**config.mk**
```make
export PLATFORM = sky130hd
export DESIGN_NAME = lcd_bus_arbiter
export DESIGN_NICKNAME = d
export VERILOG_FILES = /design/src/rtl/lcd_pkg.sv /design/src/rtl/lcd_delay_cnt.sv /design/src/rtl/lcd_bus_arbiter.sv
export SDC_FILE = /design/constraint.sdc
export NUM_CORES = 1
export LEC_CHECK = 0
export BUFFER_PORTS_ARGS = -buffer_cell sky130_fd_sc_hd__buf_2
export CAP_MARGIN = 20
export CORE_ASPECT_RATIO = 1.75
export CORE_MARGIN = 2
export CORE_UTILIZATION = 45
export DETAILED_ROUTE_END_ITERATION = 7
export MAX_ROUTING_LAYER = met4
export PLACE_DENSITY = 0.67
export SLEW_MARGIN = 10
export SYNTH_ARGS = -nofsm -noshare
export SYNTH_HDL_FRONTEND = slang
export SYNTH_SLANG_ARGS = --single-unit
```
**constraint.sdc**
```tcl
create_clock -name CLOCK_50 -period 2.13 [get_ports CLOCK_50]
set_clock_uncertainty 0.15 [all_clocks]
set_input_delay 0.426 -clock CLOCK_50 [delete_from_list [all_inputs] [get_ports CLOCK_50]]
set_output_delay 0.426 -clock CLOCK_50 [all_outputs]
set_load 0.03 [all_outputs]
```
**src/rtl/lcd_pkg.sv**
```systemverilog
// Shared definitions for the LCD write-port arbiter: FSM states,
// default timing constants and the HD44780 command codes that need
// the long post-write wait.
package lcd_pkg;

  typedef enum logic [2:0] {
    IDLE,
    SETUP,
    PULSE,
    HOLD,
    WAIT
  } lcd_state_e;

  // Default timing in CLOCK_50 cycles (20 ns each).
  localparam int unsigned T_SETUP_DEF      = 2;
  localparam int unsigned T_EN_DEF         = 12;
  localparam int unsigned T_HOLD_DEF       = 1;
  localparam int unsigned T_WAIT_SHORT_DEF = 2000;
  localparam int unsigned T_WAIT_LONG_DEF  = 82000;

  localparam logic [7:0] LCD_CMD_CLEAR = 8'h01;
  localparam logic [7:0] LCD_CMD_HOME  = 8'h02;

  // Clear and return-home need the long wait. The controller ignores
  // bit 0 of return-home, so 0x03 is also a home command.
  function automatic logic is_long_cmd(input logic rs, input logic [7:0] data);
    return !rs && ((data == LCD_CMD_CLEAR) || (data == LCD_CMD_HOME) ||
                   (data == (LCD_CMD_HOME | 8'h01)));
  endfunction

endpackage

```
**src/rtl/lcd_delay_cnt.sv**
```systemverilog
// Loadable down-counter with a done flag; times every non-idle
// state of the LCD arbiter. done is high while the count is zero.
module lcd_delay_cnt #(
  parameter int unsigned W = 8
) (
  input  logic         clk,
  input  logic         rst,
  input  logic         load,
  input  logic [W-1:0] load_val,
  output logic         done
);

  logic [W-1:0] cnt_q;
  logic [W-1:0] cnt_d;

  // Reload on state entry, otherwise count down and stick at zero.
  always_comb begin
    cnt_d = cnt_q;
    if (load) begin
      cnt_d = load_val;
    end else if (cnt_q != '0) begin
      cnt_d = cnt_q - W'(1);
    end
  end

  // Count register.
  always_ff @(posedge clk or posedge rst) begin
    if (rst) begin
      cnt_q <= '0;
    end else begin
      cnt_q <= cnt_d;
    end
  end

  assign done = (cnt_q == '0);

endmodule

```
**src/rtl/lcd_bus_arbiter.sv**
```systemverilog
// Two-requester arbiter for the HD44780 write port. Each granted
// byte goes through SETUP, EN PULSE, HOLD and a post-write WAIT whose
// length depends on the byte type.
// Optional feature: define LCD_ARB_LOCK_EN to add lock0/lock1, which
// let the current owner keep the port across consecutive bytes.
module lcd_bus_arbiter
  import lcd_pkg::*;
#(
  parameter int unsigned T_SETUP      = T_SETUP_DEF,
  parameter int unsigned T_EN         = T_EN_DEF,
  parameter int unsigned T_HOLD       = T_HOLD_DEF,
  parameter int unsigned T_WAIT_SHORT = T_WAIT_SHORT_DEF,
  parameter int unsigned T_WAIT_LONG  = T_WAIT_LONG_DEF
) (
  input  logic       CLOCK_50,
  input  logic       reset,
`ifdef LCD_ARB_LOCK_EN
  input  logic       lock0,
  input  logic       lock1,
`endif
  input  logic       req0,
  input  logic       rs0,
  input  logic [7:0] data0,
  input  logic       req1,
  input  logic       rs1,
  input  logic [7:0] data1,
  output logic       ack0,
  output logic       ack1,
  output logic       gnt,
  output logic       busy,
  output logic [7:0] LCD_DATA,
  output logic       LCD_RS,
  output logic       LCD_EN,
  output logic       LCD_RW
);

  localparam int unsigned CNT_W = $clog2(T_WAIT_LONG + 1);

  // Counter reload values: a state lasting N cycles loads N-1.
  localparam logic [CNT_W-1:0] LD_SETUP = CNT_W'(T_SETUP - 1);
  localparam logic [CNT_W-1:0] LD_EN    = CNT_W'(T_EN - 1);
  localparam logic [CNT_W-1:0] LD_HOLD  = CNT_W'(T_HOLD - 1);
  localparam logic [CNT_W-1:0] LD_SHORT = CNT_W'(T_WAIT_SHORT - 1);
  localparam logic [CNT_W-1:0] LD_LONG  = CNT_W'(T_WAIT_LONG - 1);

  lcd_state_e       state_q, state_d;
  logic             last_q, last_d;
  logic             gnt_q, gnt_d;
  logic             rs_q, rs_d;
  logic [7:0]       data_q, data_d;
  logic             en_q, en_d;
  logic             ack0_q, ack0_d;
  logic             ack1_q, ack1_d;

  logic             grant;
  logic             grant_idx;
  logic             cnt_load;
  logic [CNT_W-1:0] cnt_val;
  logic             cnt_done;

`ifdef LCD_ARB_LOCK_EN
  logic locked_q, locked_d;
  logic owner_lock;
  assign owner_lock = gnt_q ? lock1 : lock0;
`endif

  lcd_delay_cnt #(
    .W(CNT_W)
  ) u_delay_cnt (
    .clk     (CLOCK_50),
    .rst     (reset),
    .load    (cnt_load),
    .load_val(cnt_val),
    .done    (cnt_done)
  );

  // State and output registers.
  always_ff @(posedge CLOCK_50 or posedge reset) begin
    if (reset) begin
      state_q  <= IDLE;
      last_q   <= 1'b1;
      gnt_q    <= 1'b0;
      rs_q     <= 1'b0;
      data_q   <= '0;
      en_q     <= 1'b0;
      ack0_q   <= 1'b0;
      ack1_q   <= 1'b0;
`ifdef LCD_ARB_LOCK_EN
      locked_q <= 1'b0;
`endif
    end else begin
      state_q  <= state_d;
      last_q   <= last_d;
      gnt_q    <= gnt_d;
      rs_q     <= rs_d;
      data_q   <= data_d;
      en_q     <= en_d;
      ack0_q   <= ack0_d;
      ack1_q   <= ack1_d;
`ifdef LCD_ARB_LOCK_EN
      locked_q <= locked_d;
`endif
    end
  end

  // Arbitration, next state and counter reload on each state entry.
  always_comb begin
    state_d   = state_q;
    grant     = 1'b0;
    grant_idx = 1'b0;
    cnt_load  = 1'b0;
    cnt_val   = '0;
    case (state_q)
      IDLE: begin
        if (req0 && req1) begin
          grant     = 1'b1;
          grant_idx = ~last_q;
        end else if (req0 || req1) begin
          grant     = 1'b1;
          grant_idx = req1;
        end
`ifdef LCD_ARB_LOCK_EN
        // A held lock restricts the grant to the owner, even if idle.
        if (locked_q && owner_lock) begin
          grant     = gnt_q ? req1 : req0;
          grant_idx = gnt_q;
        end
`endif
        if (grant) begin
          state_d  = SETUP;
          cnt_load = 1'b1;
          cnt_val  = LD_SETUP;
        end
      end
      SETUP: begin
        if (cnt_done) begin
          state_d  = PULSE;
          cnt_load = 1'b1;
          cnt_val  = LD_EN;
        end
      end
      PULSE: begin
        if (cnt_done) begin
          state_d  = HOLD;
          cnt_load = 1'b1;
          cnt_val  = LD_HOLD;
        end
      end
      HOLD: begin
        if (cnt_done) begin
          state_d  = WAIT;
          cnt_load = 1'b1;
          cnt_val  = is_long_cmd(rs_q, data_q) ? LD_LONG : LD_SHORT;
        end
      end
      WAIT: begin
        if (cnt_done) begin
          state_d = IDLE;
        end
      end
      default: state_d = IDLE;
    endcase
  end

  // Registered outputs: byte capture on grant, EN follows PULSE.
  always_comb begin
    en_d   = (state_d == PULSE);
    ack0_d = grant && !grant_idx;
    ack1_d = grant && grant_idx;
    gnt_d  = grant ? grant_idx : gnt_q;
    last_d = grant ? grant_idx : last_q;
    rs_d   = rs_q;
    data_d = data_q;
    if (grant) begin
      rs_d   = grant_idx ? rs1 : rs0;
      data_d = grant_idx ? data1 : data0;
    end
`ifdef LCD_ARB_LOCK_EN
    locked_d = locked_q;
    if (state_q == WAIT && cnt_done) begin
      locked_d = owner_lock;
    end else if (state_q == IDLE && !owner_lock) begin
      locked_d = 1'b0;
    end
`endif
  end

  assign ack0     = ack0_q;
  assign ack1     = ack1_q;
  assign gnt      = gnt_q;
  assign busy     = (state_q != IDLE);
  assign LCD_DATA = data_q;
  assign LCD_RS   = rs_q;
  assign LCD_EN   = en_q;
  assign LCD_RW   = 1'b0;

endmodule

```
======== Word level (Yosys, flattened, before mapping) ========
Index checks and enable logic that the tools add are counted.
storage, ports and cells
  flip-flop bits (word level) ............. 34
  bits in latches ......................... 0
  memories ................................ 0
  ROM bits ................................ 0
  logic and storage cells ................. 59
  RAM bits ................................ 0
  bits of input ports ..................... 22
operators by class
  multipliers ............................. 0
  bitwise gates (word level) .............. 1
  reductions and logical operators ........ 15
  divide/modulo/power cells ............... 0
  order comparisons ....................... 0
  shifts and indexed selects .............. 0
  muxes and demuxes ....................... 25
  equality and inequality tests ........... 8
  $add $sub $neg .......................... 1
operator list
  kind                     count
  $mux W17                 4
  $pmux W17 S3             1
  $logic_not A17 Y1        1
  $reduce_bool A17 Y1      1
  $sub A17 B1 Y17 const B  1
  $eq A8 B2 Y1 const B     2
  $mux W3                  5
  $pmux W3 S5              1
  $mux W1                  11
  $eq A3 B2 Y1 const B     3
  $eq A8 B1 Y1 const B     1
  $mux W8                  1
  $logic_and A1 B1 Y1      4
  $mux W4                  1
  $eq A3 B1 Y1 const B     1
  $eq A3 B3 Y1 const B     1
  $logic_not A3 Y1         1
  $logic_or A1 B1 Y1       3
  $reduce_bool A3 Y1       1
  $reduce_or A3 Y1         1
  $logic_not A1 Y1         2
  $pmux W1 S2              1
  $reduce_bool A2 Y1       1
  $not A1 Y1               1

======== Logic depth before layout (Yosys ltp) ========
Gate-level depths: netlist of run 1.
  depth in word-level cells ............... 8
  mapped depth ............................ 7
  mapped depth without buffers ............ 6

======== Modules after synthesis ========
A second synthesis of run 1 with hierarchy kept.
unflattened totals
  cell total of the unflattened synthesis .. 194
  area, all modules ....................... 1915.6 sq um
modules (own cells, without submodules)
  module           area an instance (sq um)  cells an instance  instances  seq. area each (sq um)
  lcd_delay_cnt    1062.3                    109                1          425.4
  lcd_bus_arbiter  853.3                     85                 1          426.7

======== Worst setup path before layout of run 1 ========
No wires, ideal clock.
  kind .................................... register to register
  start point ............................. register u_delay_cnt.cnt_q[4]
  end point ............................... register u_delay_cnt.cnt_q[11]
  slack ................................... -0.142 ns
  clock period less this slack ............ 2.272 ns
  arrival ................................. 2.044 ns
  required time ........................... 1.902 ns
  library setup time ...................... 0.078 ns
  stages on the path, launching flop included .. 7
  path through ............................ dfrtp_1 > or4_1 > buf_2 > or2_1 > buf_2 > or4_1 > a21oi_1
on the way
  longest elaborated chain between the ends .. 4
  elaborated cells on any way between the ends .. 10
RTL lines
  what                                                                     line                 RTL
  start, declared                                                          lcd_delay_cnt.sv:13  logic [W-1:0] cnt_q;
  start signal, assigned                                                   lcd_delay_cnt.sv:31  cnt_q <= cnt_d;
  parallel branches: the longest is 4 deep, another holds $sub A17 B1 Y17  n/a
Parallel ways; which one is timed is not known. The select of a mux whose other input is x is not followed.
A chain may end at the register's enable or synchronous reset.

======== Final worst setup path of run 1 ========
  start point ............................. register u_delay_cnt.cnt_q[7]
  end point ............................... register u_delay_cnt.cnt_q[11]
Same word-level chain as after synthesis.

==> results of run 1 <==
==> per-layer routing <==
metal,wire length [µm],share of wire (%)
met5,0,0
met1,1702,37
met3,215,4.6
met2,2601,56
met4,108,2.3
==> layout make-up <==
type | instances | share of cell area (%)
Multi-Input combinational cell | 126 | 39.52
Inverter | 6 | 0.9600
Sequential cell | 34 | 36.37
Clock buffer | 8 | 3.840
Timing Repair Buffer | 63 | 16.75
Tap cell | 48 | 2.560
==> worst min-delay path, cell delays in order <==
cell,delay (ns)
buf_2,0.10
inv_1,0.04
buf_4,0.37
==> synth_stat cells, types with 2 or more instances <==
| cell | number | area [µm²] |
|---|---|---|
| buf_2 | 2 | 10.01 |
| nor3_1 | 10 | 50.05 |
| nand2_1 | 5 | 18.77 |
| o21ai_0 | 14 | 70.07 |
| a21oi_1 | 9 | 45.04 |
| a21o_1 | 11 | 82.58 |
| a22o_1 | 9 | 78.83 |
| or3_1 | 5 | 31.28 |
| nand4b_1 | 2 | 17.52 |
| a211oi_1 | 3 | 22.52 |
| clkbuf_1 | 7 | 26.28 |
| ha_1 | 2 | 25.02 |
| o41ai_1 | 2 | 17.52 |
| inv_1 | 6 | 22.52 |
| xnor2_1 | 9 | 78.83 |
| nor4_1 | 6 | 37.54 |
| a211o_1 | 2 | 17.52 |
| nor2_1 | 7 | 26.28 |
| or2_2 | 2 | 12.51 |
| nand4_1 | 2 | 12.51 |
| o31ai_1 | 3 | 22.52 |
| or4_1 | 7 | 52.55 |
| dfrtp_1 | 33 | 825.8 |
==> stage by stage <==
step | area [µm²] | TNS (ns) | total power [mW] | hold WS [ns] | util (%)
floorplan | 1767 | -0.2239 | 1.924 | 0.3424 | -
global placement | 2136 | -0.007618 | 2.371 | 0.3089 | 56.34
detailed placement | 2136 | -0.2695 | 2.416 | 0.3399 | 56.34
CTS | 2256 | 0 | 2.932 | 0.08872 | 59.50
global route | 2346 | -0.04275 | 3.222 | 0.1030 | 61.88
finish | 2346 | 0 | 3.037 | 0.07835 | 61.88
==> flip-flops by register name, summed over array words and instances (netlist names) <==
signal,flops
u_delay_cnt.cnt_q,17
LCD_EN,1
ack0,1
state_q,3
last_q,1
LCD_DATA,8
ack1,1
LCD_RS,1
gnt,1
==> placed cells by master (no fill, tap or decap), drive strengths merged, types with 2 or more instances in the layout <==
| cell type | count |
|---|---|
| a211o | 2 |
| a211oi | 3 |
| a21o | 11 |
| a21oi | 9 |
| a22o | 9 |
| buf | 63 |
| clkbuf | 8 |
| dfrtp | 33 |
| ha | 2 |
| inv | 6 |
| nand2 | 5 |
| nand4 | 2 |
| nand4b | 2 |
| nor2 | 7 |
| nor3 | 10 |
| nor4 | 6 |
| o21ai | 15 |
| o31ai | 3 |
| o41ai | 2 |
| or2 | 4 |
| or3 | 5 |
| or4 | 7 |
| xnor2 | 9 |
==> final timing paths <==
check                                      from               endpoint  cells after the start
hold / removal                            reset   u_delay_cnt.cnt_q[7]                      3
min in group CLOCK_50                  data0[1]            LCD_DATA[1]                      2
setup reg to reg           u_delay_cnt.cnt_q[7]  u_delay_cnt.cnt_q[11]                      4
hold reg to reg                             gnt                    gnt                      1
setup / recovery           u_delay_cnt.cnt_q[7]  u_delay_cnt.cnt_q[11]                      4
max in group asynchronous                 reset                 last_q                      3
==> cells by family (layout without fill, tap and decap cells) <==
kind of cell    count (synthesis)  count (layout)  synth area share [%]
fa+ha+maj                       2               2                 1.433
xor+xnor                        9               9                 4.516
simple gates                   54              55                 17.99
buf+inv                        17              77                 4.014
other cells                     1               1                0.2148
flops                          34              34                 48.82
compound gates                 59              59                 23.01
==> repair_timing <==
action,in CTS,in global routing
cloned,0,2
resized for setup,6,17
setup buffers,0,1
pin swaps,0,1
setup endpoints to repair,17,30
==> report_power, final <==
part,internal [mW],leakage [nW],total [mW],switching (mW)
registers,0.920,0.419,1.16,0.240
logic,0.660,0.648,1.40,0.735
clock network,0.263,0.0455,0.481,0.218
total,1.84,1.11,3.04,1.19
==> impl_metrics.tcl, run 1 <==
set metrics [dict create \
    status "complete, no violations" \
    grt_pass1_vias 1648 \
    use_met1_pct 23.54 \
    synth_edf_count 0 \
    cp_num_buf_inv 0 \
    num_rows 30 \
    cp_max_fo 5 \
    syn_nets 200 \
    cp-end-kind "register" \
    grt_max_degree 35 \
    gr-total-overflow 0 \
    grt_usage_pct 22.30 \
    regArea_um2 853.3 \
    dp_cells 274 \
    start_util_pct 46.04 \
    min_period_ns 2.084 \
    yosysWarnings 0 \
    fmax_ghz 0.4799 \
    crit_family "simple AND/OR/NAND/NOR gates" \
    pwr_density_cell_nw_per_um2 1294 \
    slowest_delay_ns 0.55 \
    nNetsFinal 260 \
    drtAntennaViolNets 0 \
    drive_above_1_share_pct 38.40 \
    multi_input_area_um2 927.1 \
    path_class "register to register" \
    fin_cells 285 \
    totalWireLength_mm 4.627 \
    cap_viol_max_count 0 \
    area_growth_syn_to_layout_pct 34.41 \
    setup_violations 0 \
    cp-start-kind "register" \
    crit_arrival_ns 2.14 \
    viasPerCell 5.786 \
    path_clk_slew_ns 0.07 \
    drt_iter0_drc 32 \
    synthArstFlopShare_pct 100.0 \
    cts_root_buf "clkbuf_8" \
    gr-max-usage-layer "met2" \
    path_cells "or4_4, or2_4, or4_1, a21oi_1" \
    met3_usage_pct 4.655 \
    rsz0062_at_grt "true" \
    dpl.hpwl_mm 3.241 \
    cts_num_sinks 34 \
    first_pass_iters 4 \
    ys_ff_latch 34 \
    die-area_um2 4413 \
    fin_crit_sh_pct 97.83 \
    chipHeight_um 86.39 \
    regToRegSetupSlack_ns 0.05 \
    synth_area_um2 1745 \
    hold_viol 0 \
    h-tree-depth 2 \
    dp_slack_ns -0.05375 \
    hp-class "primary input to async pin" \
    io_buffers 35 \
    antenna_found_initial 0 \
    use_met2_pct 40.38 \
    io_pins 37 \
    cts_tree "done" \
    place.gp.congestion 0.8463 \
    fillers 325 \
    synth.distinct_cells 41 \
    cp_slowest_cell "or4_4" \
    cts_buffer_depth 2 \
    die_width_um 51.08 \
    report.final.slew_viol_count 0 \
    ir_worst_vdd_mv 0.7855 \
    core_area_um2 3791 \
    cts_made_buffers 5 \
    syn_inst 176 \
    required_ns 2.18 \
    diodes 0 \
    seq_area_frac_synth_pct 48.82 \
    worst_slack_ns 0.04624 \
    num_vias 1649 \
    drc 0 \
    grt_first_pass_wirelength_mm 7.238 \
    p_leak_nw 1.113 \
    wl_per_cell_um 16.24 \
    clkLatencyLatePin_ns 0.28 \
    postSynthAreaPerCell_um2 9.917 \
    cts-hold-fix-buffers 0 \
    synthFlopType "dfrtp_1" \
]
Power figures use the tool's default switching activity.
==> run 2: changes to the inputs <==
--- a/config.mk
+++ b/config.mk
@@ -9,10 +9,10 @@
 export CAP_MARGIN = 20
 export CORE_ASPECT_RATIO = 1.75
 export CORE_MARGIN = 2
-export CORE_UTILIZATION = 45
+export CORE_UTILIZATION = 46
 export DETAILED_ROUTE_END_ITERATION = 7
 export MAX_ROUTING_LAYER = met4
-export PLACE_DENSITY = 0.67
+export PLACE_DENSITY = 0.69
 export SLEW_MARGIN = 10
 export SYNTH_ARGS = -nofsm -noshare
 export SYNTH_HDL_FRONTEND = slang
==> run 2 against run 1 <==
  * Critical endpoint is now u_delay_cnt.cnt_q[13]
  * First-iteration DRC count down 3.1%
  * Cell area fell by 2.9%
  * Clock-buffer cell count fell by 3
  * Combinational power fell by 6%
  * Largest power group unchanged
  * Global-route usage rose by 0.81 points
  * Largest cell class unchanged
==> impl_metrics.tcl, run 2 (synthesized netlist as in run 1, its figures left out) <==
set metrics [dict create \
    fin_cells 276 \
    die_width_um 50.57 \
    fmax_ghz 0.4788 \
    cts-hold-fix-buffers 0 \
    drt_iter0_drc 31 \
    fin_crit_sh_pct 98.06 \
    path_clk_slew_ns 0.07 \
    cp-start-kind "register" \
    cts_num_sinks 34 \
    ir_worst_vdd_mv 0.9831 \
    worst_slack_ns 0.04126 \
    path_cells "or4_4, or2_4, or4_1, a21oi_1" \
    cts_tree "done" \
    dp_slack_ns -0.06071 \
    cp-startpoint "u_delay_cnt.cnt_q[7]" \
    final_common_cell "buf_2" \
    chipHeight_um 85.49 \
    hp-class "primary input to async pin" \
    dpl.hpwl_mm 3.255 \
    io_buffers 35 \
    setup_violations 0 \
    diodes 0 \
    drc 0 \
    totalWireLength_mm 4.505 \
    post_cts_buffers 0 \
    num_rows 29 \
    first_pass_iters 4 \
    crit_family "simple AND/OR/NAND/NOR gates" \
    wl_per_cell_um 16.32 \
    gr-total-overflow 0 \
    fillers 318 \
    grt_max_degree 35 \
    wl_met3_um 188 \
    place.gp.congestion 0.9152 \
    cts_made_buffers 5 \
    drtAntennaViolNets 0 \
    min_period_ns 2.089 \
    cp_slowest_cell "or4_4" \
    cap_viol_max_count 0 \
    die-area_um2 4323 \
    status "complete, no violations" \
    drive_above_1_share_pct 36.52 \
    core_area_um2 3628 \
    final_cell_mix "35 x buf_2, 32 x dfrtp_1, 21 x buf_4, 14 x o21ai_0, 11 x a21o_1" \
    dr_wl_met2_mm 2.452 \
    cts_buffer_depth 2 \
    nNetsFinal 254 \
    num_vias 1642 \
    regMostFlops "u_delay_cnt.cnt_q" \
    rsz0062_at_grt "true" \
    wl_met1_mm 1.646 \
    area_growth_syn_to_layout_pct 30.54 \
    grt_usage_pct 23.10 \
    required_ns 2.19 \
    start_util_pct 48.10 \
    hold_viol 0 \
    p_leak_nw 1.082 \
    slowest_delay_ns 0.54 \
    cp-end-kind "register" \
    top_layer_used "met4" \
    grt_pass1_vias 1676 \
    fin_setup_tns_ns 0 \
    grt_first_pass_wirelength_mm 7.334 \
    r2r_start "u_delay_cnt.cnt_q[7]" \
    cp_num_buf_inv 0 \
    viasPerCell 5.949 \
    crit_arrival_ns 2.15 \
    dp_cells 268 \
    cp_max_fo 7 \
    clkLatencyLatePin_ns 0.28 \
    io_pins 37 \
    path_class "register to register" \
    report.final.slew_viol_count 0 \
    h-tree-depth 2 \
    pwr_density_cell_nw_per_um2 1277 \
    antenna_found_initial 0 \
    cts_root_buf "clkbuf_8" \
    largest_reg_flops 17 \
]
-- run 2: repair_timing --
| action | CTS | global route |
|---|---|---|
| setup endpoints to repair | 19 | 23 |
| pin swaps | 0 | 1 |
| gates resized for setup | 6 | 15 |
| hold endpoints to repair | 0 | 0 |
| gates cloned | 0 | 1 |
-- run 2: power by group --
part	total, mW	internal, mW	switching [mW]
combinational	1.31	0.613	0.692
clock	0.445	0.219	0.226
sequential	1.16	0.920	0.240
total	2.91	1.75	1.16
-- run 2: tightest hold or removal path: cells and delay by family --
family	cells	cell delay [ns]
buffers and inverters	3	0.51
-- run 2: final cells by class --
type	instances	area (µm²)	share of cell area [%]
clock buffer	5	68.82	3.020
sequential	34	853.3	37.45
tap	46	57.56	2.526
multi-input combinational	125	907.1	39.81
timing repair buffer	58	359.1	15.76
inverter	6	22.52	0.9885
clock inverter	2	10.01	0.4393
-- run 2: final timing paths --
path	slack, ns	to	cells after the start
worst max-delay path	0.04	u_delay_cnt.cnt_q[13]	4
worst min-delay path	0.07	u_delay_cnt.cnt_q[6]	3
worst max register to register	0.04	u_delay_cnt.cnt_q[13]	4
worst min register to register	0.33	gnt	1
max in group asynchronous	1.41	last_q	3
min in group CLOCK_50	0.19	LCD_DATA[4]	2
-- run 2: per-stage QoR --
step                      utilization [%]  power, mW  area [µm²]  hold slack, ns
after floorplan                         -      1.924        1767          0.3424
after global placement              57.97      2.336        2103          0.3082
after detailed placement            57.97      2.365        2103          0.3162
after CTS                           60.97      2.851        2212         0.08637
after global routing                62.79      3.086        2278          0.1224
final                               62.79      2.911        2278         0.07216
-- run 2: per-layer routing --
layer	global-route usage (%)	up-vias
met2	40.07	66
met3	2.993	18
li1	-	759
met1	23.61	799
met4	15.23	0
met5	-	-
